### src/rtl/pulse_meas_pkg.sv
// Shared encodings and defaults for the multi-channel pulse timing meter.
package pulse_meas_pkg;

  localparam int unsigned DEF_CH          = 4;
  localparam int unsigned DEF_CW          = 32;
  localparam int unsigned DEF_SYNC_STAGES = 3;

  typedef enum logic [1:0] {
    MODE_HIGH   = 2'b00,
    MODE_LOW    = 2'b01,
    MODE_PERIOD = 2'b10
  } mode_e;

  typedef enum logic [1:0] {
    ST_IDLE  = 2'b00,
    ST_ARMED = 2'b01,
    ST_COUNT = 2'b10
  } chan_state_e;

  // Encoding 2'b11 is an alias of the period mode.
  function automatic mode_e norm_mode(input logic [1:0] m);
    mode_e r;
    case (m)
      2'b00:   r = MODE_HIGH;
      2'b01:   r = MODE_LOW;
      default: r = MODE_PERIOD;
    endcase
    return r;
  endfunction

endpackage

### src/rtl/pulse_meas_chan.sv
// One measurement channel: synchroniser, edge detector, FSM, saturating counter
// and sticky overflow flag.
module pulse_meas_chan
  import pulse_meas_pkg::*;
#(
  parameter int unsigned CW          = DEF_CW,
  parameter int unsigned SYNC_STAGES = DEF_SYNC_STAGES
) (
  input  logic          meaclk,
  input  logic          rst,
  input  logic          sig,
  input  logic          abort,
  input  mode_e         mode,
  input  logic          clr_ovf,
  output logic [CW-1:0] result,
  output logic          valid,
  output logic          ovf
);

  localparam logic [CW-1:0] CNT_MAX = '1;

  logic [SYNC_STAGES-1:0] sync;
  logic                   dly;
  logic [SYNC_STAGES:0]   primed;
  logic                   rise, fall;
  logic [1:0]             rise_q, fall_q;
  logic                   start_ev, end_ev, sat;
  chan_state_e            state;
  logic [CW-1:0]          count;

  always_ff @(posedge meaclk) begin
    if (rst) begin
      sync   <= '0;
      dly    <= 1'b0;
      primed <= '0;
      rise_q <= '0;
      fall_q <= '0;
    end else begin
      sync   <= {sync[SYNC_STAGES-2:0], sig};
      dly    <= sync[SYNC_STAGES-1];
      primed <= {primed[SYNC_STAGES-1:0], 1'b1};
      rise_q <= {rise_q[0], rise};
      fall_q <= {fall_q[0], fall};
    end
  end

  // Edges are only trusted once real samples have reached the delay flop, so
  // the refill after reset never looks like a transition.
  assign rise = primed[SYNC_STAGES] & sync[SYNC_STAGES-1] & ~dly;
  assign fall = primed[SYNC_STAGES] & ~sync[SYNC_STAGES-1] & dly;

  assign start_ev = (mode == MODE_LOW)  ? fall_q[1] : rise_q[1];
  assign end_ev   = (mode == MODE_HIGH) ? fall_q[1] : rise_q[1];
  assign sat      = (count == CNT_MAX);

  always_ff @(posedge meaclk) begin
    if (rst) begin
      state  <= ST_IDLE;
      count  <= '0;
      result <= '0;
      valid  <= 1'b0;
      ovf    <= 1'b0;
    end else begin
      valid <= 1'b0;
      if (clr_ovf) ovf <= 1'b0;
      if (abort) begin
        state <= ST_IDLE;
      end else begin
        case (state)
          ST_IDLE: state <= ST_ARMED;
          ST_ARMED: begin
            if (start_ev) begin
              state <= ST_COUNT;
              count <= '0;
            end
          end
          ST_COUNT: begin
            if (end_ev) begin
              result <= sat ? CNT_MAX : count + 1'b1;
              valid  <= 1'b1;
              if (sat) ovf <= 1'b1;
              if (mode == MODE_PERIOD) count <= '0;
              else                     state <= ST_ARMED;
            end else if (!sat) begin
              count <= count + 1'b1;
            end
          end
          default: state <= ST_IDLE;
        endcase
      end
    end
  end

endmodule

### src/rtl/pulse_timing_meter.sv
// Multi-channel pulse width / period meter: mode register, abort generation
// and per-channel instances.
module pulse_timing_meter
  import pulse_meas_pkg::*;
#(
  parameter int unsigned CH          = DEF_CH,
  parameter int unsigned CW          = DEF_CW,
  parameter int unsigned SYNC_STAGES = DEF_SYNC_STAGES
) (
  input  logic             meaclk,
  input  logic             rst,
  input  logic [CH-1:0]    sig_in,
  input  logic             enable,
  input  logic [1:0]       mode,
  input  logic             clr_ovf,
  output logic [CH*CW-1:0] result,
  output logic [CH-1:0]    valid,
  output logic [CH-1:0]    ovf
);

  logic [1:0] mode_q;
  logic       abort;
  mode_e      mode_eff;

  always_ff @(posedge meaclk) begin
    if (rst) mode_q <= '0;
    else     mode_q <= mode;
  end

  // Any raw mode transition, including 10<->11, restarts every channel.
  assign abort    = ~enable | (mode != mode_q);
  assign mode_eff = norm_mode(mode_q);

  for (genvar i = 0; i < CH; i++) begin : g_chan
    pulse_meas_chan #(
      .CW          (CW),
      .SYNC_STAGES (SYNC_STAGES)
    ) u_chan (
      .meaclk  (meaclk),
      .rst     (rst),
      .sig     (sig_in[i]),
      .abort   (abort),
      .mode    (mode_eff),
      .clr_ovf (clr_ovf),
      .result  (result[i*CW +: CW]),
      .valid   (valid[i]),
      .ovf     (ovf[i])
    );
  end

endmodule

### config.mk
export PLATFORM = sky130hd
export DESIGN_NAME = pulse_timing_meter
export DESIGN_NICKNAME = d
export VERILOG_FILES = /design/src/rtl/pulse_meas_pkg.sv /design/src/rtl/pulse_meas_chan.sv /design/src/rtl/pulse_timing_meter.sv
export SDC_FILE = /design/constraint.sdc
export NUM_CORES = 1
export LEC_CHECK = 0
export BUFFER_PORTS_ARGS = -buffer_cell sky130_fd_sc_hd__buf_4
export CORE_UTILIZATION = 63
export CTS_CLUSTER_DIAMETER = 30
export DETAILED_ROUTE_END_ITERATION = 7
export PLACE_DENSITY = 0.83
export REMOVE_ABC_BUFFERS = 1
export SETUP_SLACK_MARGIN = 0.1
export SLEW_MARGIN = 40
export SYNTH_ARGS = -nofsm -noshare
export SYNTH_HDL_FRONTEND = slang
export SYNTH_SLANG_ARGS = --single-unit
### constraint.sdc
create_clock -name meaclk -period 3.7 [get_ports meaclk]
set_input_delay 0.37 -clock meaclk [delete_from_list [all_inputs] [get_ports meaclk]]
set_output_delay 0.37 -clock meaclk [all_outputs]
set_load 0.05 [all_outputs]
==> impl_metrics.toml, run 1 <==
[power_and_ir_drop]
p_leak_nw = 6.49
p_int_mw = 6.90
power.density_nw_per_um2 = 520
swShare_pct = 22.0
power_mw = 8.85
seqPwrFrac_pct = 38.0
irDropWorstVdd_mv = 0.460
p_sw_mw = 1.95
clockPowerShare_pct = 60.6
combPwrFrac_pct = 1.4

[hold_path]
min-delay-path-class = "primary input to flip-flop"

[grt]
grt_pass1_vias = 11502
grt_max_degree = 84
overflow = 0
track_usage_pct = 29.9
grt_pass1_wl_um = 55300
antenna_found_initial = 0

[drt]
finalWirelength_um = 34400
top_layer = "met4"
met2_length_um = 16500
vias = 12547
viasPerCell = 6.11
drc = 0
detail_route.wl_per_cell_um = 16.8
routed-wl-met3_um = 2340
drt_iter0_markers = 919
met1_length_um = 14800
firstDrtPassIters = 6
antenna_left = 0

[finish]
fin_util_pct = 79.9
nets = 1756
drive_above_1_share_pct = 17.9
synthToLayoutAreaGrowth_pct = 22.8
insertedDiodeCount = 0
seq_area_um2 = 6210
final_cells = 2052
fin_area_um2 = 17000
multi_input_area_um2 = 7010
n_fill_cell = 1398

[critical_path]
critPathKind = "flip-flop to flip-flop"
critPathMaxFanout = 21
cp-start-kind = "flip-flop"
crit_required_ns = 4.12
cp.arrival_ns = 3.36
end_kind = "flip-flop"

[timing]
min_period_ns = 2.95
setup_tns_ns = 0
finClkSkew_ns = 0.0217
setup_violations = 0
hold_viol_final = 0
drv_slew = 0
tightest_slew_ns = 0.727
fmax_mhz = 339
rsz0062_at_grt = "no"
max_slew_margin_pct = 51.5
fin_crit_sh_pct = 79.6

[place]
dpl_cell_area_um2 = 14900
dp_hpwl_um = 21400
placedCellCount = 1946
numPortBuffers = 145
gp_congestion = 0.925

[logic_synthesis]
avgSynthCellArea_um2 = 8.58
synth_edf_count = 0
synthesis.area_um2 = 13900
synth_top_area_share_pct = 44.8
yosys.area.top_type = "dfxtp_1"
yosys_warnings = 0
ys_types = 70
synth.area.top_cells = "dfxtp_1 45%, o21ai_0 5.1%, a21oi_1 5.0%"
synthCells = 1615
synth_ff_type = "dfxtp_1"
async_flop_share_pct = 0
ys_seq_elements = 310
seq_area_frac_synth_pct = 44.8

[run_status]
status = "finished, final reports clean"

[floorplanning]
die_x_um = 150
core_area_um2 = 21300
dieArea_um2 = 22600
placementRows = 53
start_util_pct = 65.1
ios = 146
die_h_um = 150

[flow_run]
drv_cap = 0

[clocking]
insertion_delay_ns = 0.57
path_clk_slew_ns = 0.06
numClockSinks = 310
htree_levels = 2
numCtsBuffers = 55
cts-root-buf = "clkbuf_16"
cts-resized-gates = 0
cts_buffer_depth = 3
cts_tree = "built"
[registers in the layout, summed over array words and instances (netlist names)]
| register | flops |
|---|---|
| g_chan.u_chan.fall_q | 8 |
| g_chan.u_chan.state | 8 |
| g_chan.u_chan.result | 128 |
| g_chan.u_chan.primed | 4 |
| g_chan.u_chan.rise_q | 8 |
| mode_q | 2 |
| g_chan.u_chan.dly | 4 |
| g_chan.u_chan.sync | 12 |
| g_chan.u_chan.valid | 4 |
| g_chan.u_chan.ovf | 4 |
| g_chan.u_chan.count | 128 |
[power groups by stage]
stage          sequential [mW]  clock, mW  combinational, mW
2_1_floorplan             3.43          0             0.0599
3_3_place_gp              3.43          0              0.116
3_5_place_dp              3.43          0              0.118
4_1_cts                   3.36       5.41              0.120
5_1_grt                   3.36       5.57              0.133
6_report                  3.36       5.37              0.122
[layout by cell type (no fill, tap or decap), drive strengths merged, types with 15 or more instances in the layout]
master,instances
a21oi,141
nor4,20
xnor2,65
ha,16
clkinv,16
nor2,116
or3,15
o21ai,141
dfxtp,310
nor3b,18
a31oi,56
inv,41
nand4,48
xor2,32
buf,170
nor2b,40
nand2,120
o22ai,17
nand3,74
a22oi,22
nor3,27
clkbuf,66
and3,32
[logic make-up after synthesis]
logic type | after synthesis | share of synthesized area (%)
and+or+nand+nor | 584 | 22.6
AOI/OAI and AO/OA | 452 | 19.5
DFF | 310 | 44.8
buffers and inverters | 146 | 4.80
xor gates and xnor gates | 97 | 6.13
adders and majority gates | 16 | 1.45
muxes | 10 | 0.741
[final cells by class]
| class | instances | area share [%] |
|---|---|---|
| Clock inverter | 38 | 3.13 |
| Sequential cell | 310 | 36.5 |
| Inverter | 32 | 0.706 |
| Timing Repair Buffer | 172 | 7.69 |
| Multi-Input combinational cell | 1159 | 41.2 |
| Clock buffer | 66 | 8.81 |
| Tap cell | 275 | 2.02 |
[cell usage after synthesis, types with 9 or more instances]
| cell type | number |
|---|---|
| a21o_1 | 13 |
| a21oi_1 | 139 |
| a22oi_1 | 22 |
| a31oi_1 | 56 |
| and2_1 | 9 |
| and3_1 | 32 |
| and4_1 | 13 |
| buf_2 | 29 |
| buf_4 | 13 |
| clkbuf_1 | 63 |
| dfxtp_1 | 310 |
| ha_1 | 16 |
| inv_1 | 31 |
| nand2_1 | 119 |
| nand2b_1 | 11 |
| nand3_1 | 73 |
| nand3b_1 | 12 |
| nand4_1 | 48 |
| nor2_1 | 116 |
| nor2b_1 | 40 |
| nor3_1 | 25 |
| nor3b_1 | 17 |
| nor4_1 | 12 |
| o211ai_1 | 10 |
| o21ai_0 | 140 |
| o221a_2 | 13 |
| o22ai_1 | 17 |
| or2_2 | 10 |
| or3_1 | 15 |
| xnor2_1 | 65 |
| xor2_1 | 32 |
[worst paths after layout]
check | slack, ns | cells past startpoint | startpoint | to
max reg2reg | 0.75 | 6 | mode_q[0]$_SDFF_PP0_ | g_chan[3].u_chan.result[12]$_SDFFE_PP0P_
min | 0.02 | 2 | sig_in[0] | g_chan[0].u_chan.sync[0]$_SDFF_PP0_
max | 0.75 | 6 | mode_q[0]$_SDFF_PP0_ | g_chan[3].u_chan.result[12]$_SDFFE_PP0P_
min reg2reg | 0.41 | 1 | g_chan[0].u_chan.dly$_SDFF_PP0_ | g_chan[0].u_chan.rise_q[0]$_SDFF_PP0_
[stage by stage]
stage / hold slack [ns] / setup slack [ns]
after global routing: 0.0182 / 0.517
after CTS: 0.00362 / 0.770
final: 0.0161 / 0.754
after global placement: 0.393 / 1.01
after detailed placement: 0.402 / 0.920
after floorplan: 0.389 / 0.240
[repair_timing]
action	4_1_cts	5_1_grt
hold buffers	2	0
hold endpoints to repair	2	0
setup buffers	0	0
[worst max-delay path: stages (launching register included)]
cell	delay, ns
dfxtp_1	0.73
xnor2_1	0.20
and3_1	0.28
and3b_1	0.66
nand2_1	0.51
o22ai_1	0.35
nor2_1	0.08
[routing by layer]
metal | track usage [%] | vias to the layer above
li1 | - | 6059
met1 | 38.7 | 5953
met2 | 50.2 | 462
met3 | 4.79 | 73
met4 | 10.8 | 0
met5 | 0 | -
(Power assumes the default switching activity.)
==> inputs of run 2 (changes only) <==
- CORE_UTILIZATION: 63 -> 53
- PLACE_DENSITY: 0.83 -> 0.74
- clock period: 3.7 -> 2.6 ns (I/O delays scaled with it)
==> impl_metrics.toml, run 2 (synthesis gave the netlist of run 1 again) <==
[floorplanning]
dieArea_um2 = 26800
die_h_um = 164
start_util_pct = 54.5
core_area_um2 = 25400
die_x_um = 164
ios = 146
placementRows = 58

[drt]
vias = 12597
finalWirelength_um = 35000
antenna_left = 0
drc = 0
firstDrtPassIters = 5
detail_route.wl_per_cell_um = 16.1
drt_iter0_markers = 802
viasPerCell = 5.81

[grt]
grt_pass1_wl_um = 57600
grt_pass1_vias = 11906
track_usage_pct = 26.0
antenna_found_initial = 0
overflow = 0
grt_max_degree = 50

[timing]
drv_slew = 0
rsz0062_at_grt = "no"
hold_viol_final = 0
setup_violations = 0
finClkSkew_ns = 0.0189
max_slew_margin_pct = 56.8
fin_crit_sh_pct = 91.2
tightest_slew_ns = 0.646
fmax_mhz = 422
postLayoutSetupSlackWorst_ns = 0.229
min_period_ns = 2.37

[clocking]
cts_buffer_depth = 3
htree_levels = 2
numCtsBuffers = 58
cts_tree = "built"
insertion_delay_ns = 0.56
cts-root-buf = "clkbuf_16"
path_clk_slew_ns = 0.05
numClockSinks = 310

[power_and_ir_drop]
irDropWorstVdd_mv = 0.566
power_mw = 12.3
power.density_nw_per_um2 = 702
p_leak_nw = 6.76

[place]
gp_congestion = 0.904
numPortBuffers = 145
pre_cts_ws_ns = 0.0173
dp_hpwl_um = 22900

[critical_path]
reg2reg_depth = 6
critPathKind = "flip-flop to flip-flop"
slowest_delay_ns = 0.57
rr_endpoint = "g_chan[1].u_chan.result[27]$_SDFFE_PP0P_"
end_kind = "flip-flop"
critPathMaxFanout = 7
cp.arrival_ns = 2.81
slowest_stage = "or3_1"
startpoint = "g_chan[1].u_chan.count[5]$_SDFFE_PP0P_"
endpoint = "g_chan[1].u_chan.result[27]$_SDFFE_PP0P_"
crit_chain = "nand4_1 -> or3_1 -> nor4_2 -> nand2b_1 -> xnor2_1 -> o221a_2"
cp-start-kind = "flip-flop"
reg2reg_from = "g_chan[1].u_chan.count[5]$_SDFFE_PP0P_"
r2r_slack_ns = 0.23
crit_required_ns = 3.04

[finish]
nets = 1818
fin_util_pct = 69.2
drive_above_1_share_pct = 21.2
synthToLayoutAreaGrowth_pct = 26.8
insertedDiodeCount = 0
final_common_cell = "dfxtp_1"
most-common-layout-cells = "308 x dfxtp_1, 220 x buf_4, 140 x o21ai_0, 139 x a21oi_1, 118 x nand2_1"
top_regs = "g_chan.u_chan.count: 128 flops, g_chan.u_chan.result: 128 flops, g_chan.u_chan.sync: 12 flops"
n_fill_cell = 2079

[hold_path]
whs_path_depth = 2
min-delay-path-class = "primary input to flip-flop"

[flow_run]
drv_cap = 0

[run_status]
status = "finished, final reports clean"
-- run 2: cell count changes in the layout (fill, tap and decap cells not counted), sizes merged, moves of 3 or more --
| cell | before | now |
|---|---|---|
| dlygate4sd3 | 2 | 6 |
| clkbuf | 66 | 70 |
| clkinvlp | 5 | 8 |
| buf | 170 | 225 |
| bufinv | 8 | 5 |
| inv | 41 | 38 |
-- run 2: critical path: cells and delay by family, from the launching register on --
family          cells  cell delay [ns]
xor+xnor            1             0.18
compound gates      1             0.24
simple gates        4             1.38
flops               1             0.46
-- run 2: final cells by class --
cell class	count	area, µm²	share of cell area, %
clock buffer	70	1590	9.04
clock inverter	36	378	2.15
inverter	32	120	0.684
multi-input combinational	1159	7050	40.1
sequential	310	6210	35.3
tap	330	413	2.35
timing repair buffer	231	1810	10.3
-- run 2: worst min-delay path by stage --
stage	startpoint	end	slack, ns
after global routing	rst	g_chan[3].u_chan.result[19]$_SDFFE_PP0P_	0.1
after detailed placement	g_chan[2].u_chan.dly$_SDFF_PP0_	g_chan[2].u_chan.rise_q[0]$_SDFF_PP0_	0.40
after CTS	clr_ovf	g_chan[0].u_chan.ovf$_SDFF_PP0_	0.1
after floorplan	rst	g_chan[0].u_chan.count[0]$_SDFFE_PP0P_	0.33
after global placement	g_chan[2].u_chan.dly$_SDFF_PP0_	g_chan[2].u_chan.rise_q[0]$_SDFF_PP0_	0.39
final	rst	g_chan[3].u_chan.result[11]$_SDFFE_PP0P_	0.11
-- run 2: what timing repair did --
item / 4_1_cts / 5_1_grt
hold endpoints to repair: 6 / 0
setup buffers: 2 / 5
endpoints found under the setup margin: 12 / 70
gates resized for setup: 1 / 15
cloned: 0 / 0
pin swaps: 1 / 1
hold buffers: 6 / 0
-- run 2: per-layer routing --
| metal | wire (µm) | vias up | part of all wire, % | global-route usage [%] |
|---|---|---|---|---|
| met5 | 0 | - | 0 | 0 |
| met4 | 889 | 0 | 2.5 | 9.51 |
| met3 | 1730 | 73 | 4.9 | 4.09 |
| met2 | 16700 | 369 | 48 | 43.4 |
| met1 | 15600 | 5966 | 45 | 33.7 |
| li1 | - | 6189 | - | - |
-- run 2: power breakdown --
| group | total [mW] | internal, mW | switching (mW) |
|---|---|---|---|
| clock | 7.34 | 4.85 | 2.49 |
| sequential | 4.79 | 4.78 | 0.00817 |
| combinational | 0.204 | 0.0713 | 0.133 |
-- run 2: stage by stage --
stage               cells  area (µm²)  hold slack (ns)  setup TNS (ns)
floorplan            1501       13300            0.329          -60.56
global placement     2049       15400            0.394               0
detailed placement   2049       15400            0.401               0
CTS                  2163       17500           0.0956               0
global route         2168       17600           0.0988               0
finish               2168       17600            0.106               0
